File: src/rtl/ldl_arb_pkg.sv
// Shared types and helpers for the ldl arbiter family.
package ldl_arb_pkg;

  typedef enum logic [0:0] {
    IDLE = 1'b0,
    LOCK = 1'b1
  } arb_state_t;

  // Modulo-n increment with an explicit wrap, so n need not be a power of two.
  function automatic int unsigned rr_next(input int unsigned idx, input int unsigned n);
    if (idx + 32'd1 >= n) begin
      return 32'd0;
    end else begin
      return idx + 32'd1;
    end
  endfunction

endpackage

File: src/rtl/ldl_rr_pick.sv
// Rotating-priority encoder: first set request at or above i_ptr, wrapping at N.
module ldl_rr_pick
  import ldl_arb_pkg::*;
#(
  parameter int N  = 4,
  parameter int IW = $clog2(N)
) (
  input  logic [N-1:0]  i_req,
  input  logic [IW-1:0] i_ptr,
  output logic [IW-1:0] o_idx,
  output logic          o_any
);

  logic [31:0] w_j;

  // Walk the ring from farthest to nearest so the nearest hit is written last.
  always_comb begin
    o_idx = '0;
    w_j   = 32'd0;
    for (int k = N - 1; k >= 0; k--) begin
      w_j   = 32'(i_ptr) + 32'(k);
      w_j   = (w_j >= 32'(N)) ? (w_j - 32'(N)) : w_j;
      o_idx = i_req[w_j[IW-1:0]] ? w_j[IW-1:0] : o_idx;
    end
    o_any = |i_req;
  end

endmodule

File: src/rtl/ldl_sfifo_wr_arb.sv
// Round-robin packet-locking arbiter for the single write port of a sync FIFO.
module ldl_sfifo_wr_arb
  import ldl_arb_pkg::*;
#(
  parameter int N      = 4,
  parameter int MAXLEN = 64,
  parameter int IW     = $clog2(N),
  parameter int CW     = $clog2(MAXLEN + 1)
) (
  input  logic          i_clk,
  input  logic          i_rst,
  input  logic [N-1:0]  i_req,
  input  logic [N-1:0]  i_last,
  input  logic          i_full,
  output logic [N-1:0]  o_gnt,
  output logic          o_we,
  output logic [IW-1:0] o_sel,
  output logic          o_busy,
  output logic          o_trunc
);

  arb_state_t    r_state;
  logic [IW-1:0] r_owner;
  logic [IW-1:0] r_ptr;
  logic [CW-1:0] r_cnt;
  logic          r_trunc;

  logic [IW-1:0] w_pick_idx;
  logic          w_pick_any;
  logic          w_beat;
  logic          w_last;
  logic          w_max;
  logic          w_rel;

  ldl_rr_pick #(
    .N  (N),
    .IW (IW)
  ) u_pick (
    .i_req (i_req),
    .i_ptr (r_ptr),
    .o_idx (w_pick_idx),
    .o_any (w_pick_any)
  );

  // Grant depends only on state, owner, owner's req and full; last only steers release.
  assign w_beat = (r_state == LOCK) & i_req[r_owner] & ~i_full;
  assign w_last = i_last[r_owner];
  assign w_max  = ((r_cnt + CW'(1)) == CW'(MAXLEN));
  assign w_rel  = w_beat & (w_last | w_max);

  always_comb begin
    o_gnt          = '0;
    o_gnt[r_owner] = w_beat;
  end

  assign o_we    = w_beat;
  assign o_sel   = r_owner;
  assign o_busy  = (r_state == LOCK);
  assign o_trunc = r_trunc;

  always_ff @(posedge i_clk) begin
    if (i_rst) begin
      r_state <= IDLE;
      r_owner <= '0;
      r_ptr   <= '0;
      r_cnt   <= '0;
      r_trunc <= 1'b0;
    end else begin
      case (r_state)
        IDLE: begin
          r_trunc <= 1'b0;
          if (w_pick_any) begin
            r_owner <= w_pick_idx;
            r_cnt   <= '0;
            r_state <= LOCK;
          end
        end
        LOCK: begin
          // Truncation flag only when the length limit alone ends the tenure.
          r_trunc <= w_beat & w_max & ~w_last;
          if (w_beat) begin
            r_cnt <= r_cnt + CW'(1);
          end
          if (w_rel) begin
            r_state <= IDLE;
            r_ptr   <= IW'(rr_next(32'(r_owner), 32'(N)));
          end
        end
        default: begin
          r_state <= IDLE;
          r_trunc <= 1'b0;
        end
      endcase
    end
  end

endmodule

File: config.mk
export PLATFORM = sky130hd
export DESIGN_NAME = ldl_sfifo_wr_arb
export DESIGN_NICKNAME = d
export VERILOG_FILES = /design/src/rtl/ldl_arb_pkg.sv /design/src/rtl/ldl_rr_pick.sv /design/src/rtl/ldl_sfifo_wr_arb.sv
export SDC_FILE = /design/constraint.sdc
export NUM_CORES = 1
export LEC_CHECK = 0
export ABC_CLOCK_PERIOD_IN_PS = 2200
export BUFFER_PORTS_ARGS = -buffer_cell sky130_fd_sc_hd__buf_4
export CAP_MARGIN = 10
export CORE_MARGIN = 4
export CORE_UTILIZATION = 50
export DETAILED_ROUTE_END_ITERATION = 8
export HOLD_SLACK_MARGIN = 0.06
export PLACE_DENSITY = 0.75
export SETUP_SLACK_MARGIN = 0.15
export SLEW_MARGIN = 30
export SYNTH_ARGS = -nofsm -noshare
export SYNTH_HDL_FRONTEND = slang
export SYNTH_SLANG_ARGS = --single-unit
File: constraint.sdc
create_clock -name i_clk -period 2.2 [get_ports i_clk]
set_clock_uncertainty 0.15 [all_clocks]
set_input_delay 0.44 -clock i_clk [delete_from_list [all_inputs] [get_ports i_clk]]
set_output_delay 0.44 -clock i_clk [all_outputs]
set_load 0.05 [all_outputs]
==> metrics.md, run 1 <==
| Metric | Value |
|---|---|
| Synth Area in Compound Gates | `approximately a fifth` |
| NumNets Final | `roughly 140` |
| Post-Synth Adder-Cell Area | `roughly 7.6%` |
| #FFs+latches synth | `13` |
| Setup_tns | `0 ns` |
| Post-synth top area share | `a little under a third` |
| Placed cell areas | `995 µm²` |
| Vias/cell | `just under 6` |
| Pin count of the biggest net entering global routing | `15` |
| Synth warn | `0` |
| Drt total wl | `about 2000 µm` |
| Worst-path cell chain | `mux4_2 -> and3_4 -> buf_6` |
| Final worst slack | `around 0.11 ns` |
| Actual transition at the worst max-transition pin | `approximately 0.30 ns` |
| Crit Path Category | `reg -> out` |
| Unrepaired setup endpoints after global routing | `yes` |
| Grt ovf | `0` |
| Port Buf Inserts | `19` |
| Peak supply drop | `495 µV` |
| Met2 usage | `about 30%` |
| Clock sinks | `13` |
| Drt wl/cell | `14.0 µm` |
| Leak pwr | `0.000450 µW` |
| Reg2Reg Setup Slack | `a little under 0.3 ns` |
| Ant diodes | `0` |
| Slowest-stage cell, CP | `mux4_2` |
| Commonest non-fill, non-tap cells in the layout | `buf_4, a21oi_1, dfxtp_1` |
| Combinational family with the most area after synthesis | `simple AND/OR/NAND/NOR gates` |
| Register area share after synthesis | `31.5%` |
| Final worst-path cycle share | `between 90% and 100%` |
| Global routing's busiest layer | `met2` |
| Max_cap viols | `0` |
| Placed cell count | `between 100 and 150` |
| CTS buffer count | `3` |
| Die area | `~0.0024 mm²` |
| Chip width | `approximately 49 µm` |
| Post-DRT Antenna Nets | `0` |
| Iter 0 DRT Violations | `33` |
| DRT Pass-1 Iters | `4` |
| Fin area | `0.00108 mm²` |
| Met1 Use GR | `22.7%` |
| GPL Wtd Cong | `slightly below 0.8` |
| Cell area after synthesis | `around 830 µm²` |
| Clock buffer depth | `2` |
| Startpoint types | `register` |
| Number of global-route vias before repair | `roughly 770` |
| Total number of vias | `839` |
| Mapped Cells | `~100` |
| Initial antenna violation count | `0` |
| DR DRC count | `0` |
| Max-slew violations | `0` |
| Skew-Pair Late Insertion Delay | `0.27 ns` |
| Mux cell area share after synthesis | `around 7.3%` |
| Area growth syn-to-layout | `30.6%` |
| Crit path largest cell delay | `between 0.5 and 0.6 ns` |
| Most common cell after layout, fill and taps aside | `buf_4` |
| Filler cell count | `124` |
| Worst path arrival time | `roughly 1.5 ns` |
| Hold WC Path Type | `in -> reg` |
| Initial Util | `a little over half` |
| Core Footprint | `around 0.0015 mm²` |
| Clock Root Buffer | `clkbuf_4` |
| Syn_nets | `117` |
| Htree depth | `1` |
| Largest cells by area after synthesis | `dfxtp_1, a21oi_1, ha_1, nor2_1, o21ai_0` |
| Fmax | `between 400 and 500 MHz` |
| Post-synth cell types | `32` |
| Crit end category | `output pin` |
| Num rows | `14` |
| Hold Vio Cnt, Final | `0` |
| CTS tree | `yes` |
| Synth Area in XOR/XNOR | `0%` |
| Synth area leader | `dfxtp_1` |
| Worst-path clk slew | `~0.080 ns` |
| Status | `finished, final reports clean` |
| Detail Placement HPWL | `1520 µm` |
| Min Tclk post-route | `between 2 and 2.5 ns` |
| Share of cells above drive strength 1 | `approximately 31%` |
| Pwr dens | `between 400 and 500 mW/mm²` |
| Ports | `20` |
| First-pass GRT wire length | `~3500 µm` |
| Die Y | `between 40 and 50 µm` |
| Final Non-Filler Cells | `between 100 and 150` |
| Dpl ws | `about 0.11 ns` |
| Worst rel slew slack | `80.3%` |
| Critical-path maximum fanout | `5` |
| WP data required | `between 1.5 and 2 ns` |
| Final setup fails | `0` |
| Routing usage on met3 | `roughly 6.7%` |
| Syn avg cell area | `around 8 µm²` |
| GRT Total Usage | `roughly 18%` |
| Post-Synth Simple-Gate Area | `between 20% and 30%` |
==> worst paths after layout <==
check	from	cells past startpoint	to
max reg2reg	o_sel[0]	5	r_ptr[0]
min reg2reg	r_cnt[2]	2	r_cnt[2]
max	o_sel[0]	3	o_gnt[1]
min	i_rst	2	r_cnt[4]
==> per-layer routing <==
layer,vias to the layer above,routed length [µm]
li1,415,-
met1,389,827
met2,29,1010
met3,6,135
met4,0,19
met5,-,0
==> flip-flops by register name (all words and copies together), names as in the netlist <==
signal and cells:
o_busy 1, r_cnt 7, o_trunc 1, o_sel 2
r_ptr 2
==> area by class of cell <==
type / instances / area (µm²) / area share, %
multi-input combinational: 80 / 548 / 50.8
sequential: 13 / 265 / 24.6
timing repair buffer: 23 / 195 / 18.1
clock buffer: 4 / 26.3 / 2.43
inverter: 6 / 25.0 / 2.32
tap: 16 / 20.0 / 1.85
==> cell families after synthesis <==
family / Yosys count
AND/OR/NAND/NOR: 44
adder cells (fa/ha/maj): 5
AO/OA/AOI/OAI: 28
multiplexers: 3
buffers and inverters: 8
flip-flops: 13
==> through the flow <==
stage | hold slack (ns) | total power, µW | util [%]
2_1_floorplan | 0.325 | 326 | -
3_3_place_gp | 0.345 | 365 | 64.5
3_5_place_dp | 0.360 | 368 | 64.5
4_1_cts | 0.287 | 521 | 69.8
5_1_grt | 0.281 | 551 | 70.0
6_report | 0.299 | 513 | 70.0
==> worst max-delay path: cells and delay by family, from the launching register on <==
family                 cells  cell delay [ns]
multiplexers               1             0.56
flip-flops                 1             0.35
buffers and inverters      1             0.14
AND/OR/NAND/NOR            1             0.18
==> power by group <==
group / switching, µW / total (µW) / internal, µW / leakage, µW
Combinational: 72.5 / 124 / 51.7 / 0.000329
Sequential: 7.68 / 248 / 241 / 0.000107
Clock: 70.7 / 141 / 70.2 / 0.0000150
Total: 151 / 513 / 363 / 0.000450
==> cells in the mapped netlist <==
cell	n
nor2b_1	2
mux2_2	1
or3_1	2
inv_2	1
and2_1	2
dfxtp_1	13
nand2_2	1
and2b_2	1
nand3_1	4
o2bb2ai_1	1
nor4b_1	1
nand4b_1	1
nor3_1	2
mux4_2	1
a211oi_1	1
and3_2	4
a21oi_1	15
mux4_1	1
nor2_4	1
inv_1	5
nor2_1	10
clkbuf_1	1
o21ai_0	6
nand2_1	8
a21o_1	1
o221ai_1	2
nand3b_1	4
a31oi_1	1
ha_1	5
a211o_1	1
and3_1	1
buf_6	1
==> repair_timing <==
action | in CTS | in global routing
setup endpoints to repair | 5 | 7
endpoints found under the hold margin | 0 | 0
resized for setup | 11 | 1
setup buffers | 2 | 0
hold buffers | 0 | 0
pin swaps | 5 | 1
No activity file was read; power rests on OpenSTA's default activity.
==> inputs of run 2 (changes only) <==
--- a/config.mk
+++ b/config.mk
@@ -8,11 +8,11 @@
 export ABC_CLOCK_PERIOD_IN_PS = 2200
 export BUFFER_PORTS_ARGS = -buffer_cell sky130_fd_sc_hd__buf_4
 export CAP_MARGIN = 10
+export CORE_ASPECT_RATIO = 2
 export CORE_MARGIN = 4
-export CORE_UTILIZATION = 50
+export CORE_UTILIZATION = 30
 export DETAILED_ROUTE_END_ITERATION = 8
 export HOLD_SLACK_MARGIN = 0.06
-export PLACE_DENSITY = 0.75
 export SETUP_SLACK_MARGIN = 0.15
 export SLEW_MARGIN = 30
 export SYNTH_ARGS = -nofsm -noshare
==> run 2 against run 1 <==
Sequential share of layout area shrank 0.75 points. Combinational power is essentially flat. Utilization shrank 27 points. Highest routed layer unchanged.
==> metrics.md, run 2 (synthesis results as in run 1) <==
| Metric | Value |
|---|---|
| Clock sinks | `13 (unchanged)` |
| Iter 0 DRT Violations | `20 (-39%)` |
| Clock power share | `36.3% (+8.9 points)` |
| DRT Pass-1 Iters | `4 (unchanged)` |
| Ports | `20 (unchanged)` |
| Initial Util | `31.8% (-22 points)` |
| Placed cell count | `147 (+8.1%)` |
| Num rows | `26 (+12)` |
| NumNets Final | `143 (unchanged)` |
| Actual transition at the worst max-transition pin | `0.366 ns (+0.0699 ns)` |
| Sequential fraction of design power | `42.6% (-5.8 points)` |
| Worst r2r src | `o_sel[0]` |
| Largest reg by FF count | `r_cnt` |
| Total number of vias | `804 (-4.2%)` |
| Post-DRT Antenna Nets | `0 (unchanged)` |
| Skew-Pair Late Insertion Delay | `0.24 ns (-0.03 ns)` |
| Drt wl/cell | `13.2 µm (-5.6%)` |
| Worst path arrival time | `1.49 ns (about the same)` |
| Number of global-route vias before repair | `731 (-4.6%)` |
| Chip width | `45.1 µm (-7.3%)` |
| Largest register FFs | `7 (unchanged)` |
| Commonest non-fill, non-tap cells in the layout | `buf_4, a21oi_1, dfxtp_1` |
| Most common cell after layout, fill and taps aside | `buf_4` |
| Port Buf Inserts | `19 (unchanged)` |
| Setup_tns | `0 ns (unchanged)` |
| Combinational power share | `21.1% (-3.1 points)` |
| Reg2Reg Setup Slack | `0.31 ns (+0.02 ns)` |
| Die Y | `82.3 µm (+69%)` |
| Hold Vio Cnt, Final | `0 (unchanged)` |
| Hold WC Path Type | `in -> reg` |
| Final worst-path cycle share | `94.3% (-0.77 points)` |
| HP Start | `i_rst` |
| Post-CTS Hold Buffers | `0 (unchanged)` |
| Share of cells above drive strength 1 | `31.0% (unchanged)` |
| Dpl ws | `0.104 ns (-0.00256 ns)` |
| Pin count of the biggest net entering global routing | `15 (unchanged)` |
| First-pass GRT wire length | `3260 µm (-6.3%)` |
| Detail Placement HPWL | `1500 µm (-1.7%)` |
| Pwr dens | `526 mW/mm² (+11%)` |
| Core Footprint | `0.00260 mm² (+69%)` |
| Design Power | `586 µW (+14%)` |
| Clock Root Buffer | `clkbuf_8` |
| Crit path launch | `o_sel[0]` |
| Max-slew violations | `0 (unchanged)` |
| Worst rel slew slack | `75.6% (-4.7 points)` |
| Switching part of the total power | `28.2% (-1.2 points)` |
| Worst-path clk slew | `0.05 ns (-0.03 ns)` |
| Clock buffer depth | `2 (unchanged)` |
| Status | `finished, final reports clean` |
| Htree depth | `1 (unchanged)` |
| Drt total wl | `2040 µm (+2.4%)` |
| Max_cap viols | `0 (unchanged)` |
| Die area | `0.00371 mm² (+57%)` |
| Unrepaired setup endpoints after global routing | `yes` |
| GPL Wtd Cong | `0.768 (-0.75%)` |
| Final Non-Filler Cells | `154 (+8.5%)` |
| Final setup fails | `0 (unchanged)` |
| Crit end category | `output pin` |
| Startpoint types | `register` |
| Area growth syn-to-layout | `34.6%` |
| Crit Path Category | `reg -> out` |
| Vias/cell | `5.22 (-12%)` |
| Leak pwr | `0.000457 µW (+1.5%)` |
| Critical-path maximum fanout | `5 (unchanged)` |
| Filler cell count | `289 (+130%)` |
| GRT Total Usage | `12.1% (-6.2 points)` |
| Internal cell power | `421 µW (+16%)` |
| WP data required | `1.61 ns (about the same)` |
| Grt ovf | `0 (unchanged)` |
| CTS tree | `yes` |
| CTS buffer count | `3 (unchanged)` |
| Initial antenna violation count | `0 (unchanged)` |
| Final worst slack | `0.124 ns (+0.0170 ns)` |
| Fmax | `482 MHz (+0.82%)` |
| Ant diodes | `0 (unchanged)` |
| P_sw | `165 µW (+9.4%)` |
| Min Tclk post-route | `2.08 ns (-0.0170 ns)` |
| Peak supply drop | `371 µV (-25%)` |
| DR DRC count | `0 (unchanged)` |
run 2: layer usage:
layer  vias to the layer above  GRT usage (%)  wire [µm]
met4                         0           8.80         67
li1                        416              -          -
met2                        16           20.0       1050
met5                         -              0          0
met3                         6           2.17         73
met1                       366           13.2        847
run 2: worst paths after layout:
kind	to	depth (start not counted)
setup / recovery	o_gnt[1]	3
hold / removal	r_cnt[3]	2
setup reg to reg	r_cnt[4]	7
hold reg to reg	r_cnt[2]	2
run 2: critical path, cell delays in order, from the launching register on:
cell and delay (ns):
dfxtp_4 0.35, mux4_2 0.56, and3_4 0.18, buf_6 0.14
run 2: stage by stage:
step | util, % | hold WS [ns] | instance area (µm²)
2_1_floorplan | - | 0.325 | 832
3_3_place_gp | 38.5 | 0.345 | 1000
3_5_place_dp | 38.5 | 0.350 | 1000
4_1_cts | 42.6 | 0.320 | 1110
5_1_grt | 42.8 | 0.335 | 1110
6_report | 42.8 | 0.327 | 1110
run 2: cell type report:
type	count	area, µm²	area share (%)
Sequential cell	13	265	23.8
Inverter	6	25.0	2.25
Clock buffer	4	45.0	4.04
Multi-Input combinational cell	80	548	49.2
Timing Repair Buffer	23	195	17.5
Tap cell	28	35.0	3.15
run 2: what timing repair did:
action,in CTS,in global routing
setup buffers,3,0
endpoints found under the hold margin,0,0
gates resized for setup,11,1
pin swaps,5,0
endpoints found under the setup margin,5,6
run 2: power by group through the flow:
stage | clock, µW | sequential, µW | combinational [µW]
after floorplan | 0 | 267 | 58.8
after global placement | 0 | 257 | 107
after detailed placement | 0 | 258 | 109
after CTS | 221 | 250 | 123
after global routing | 232 | 251 | 133
final | 213 | 250 | 123
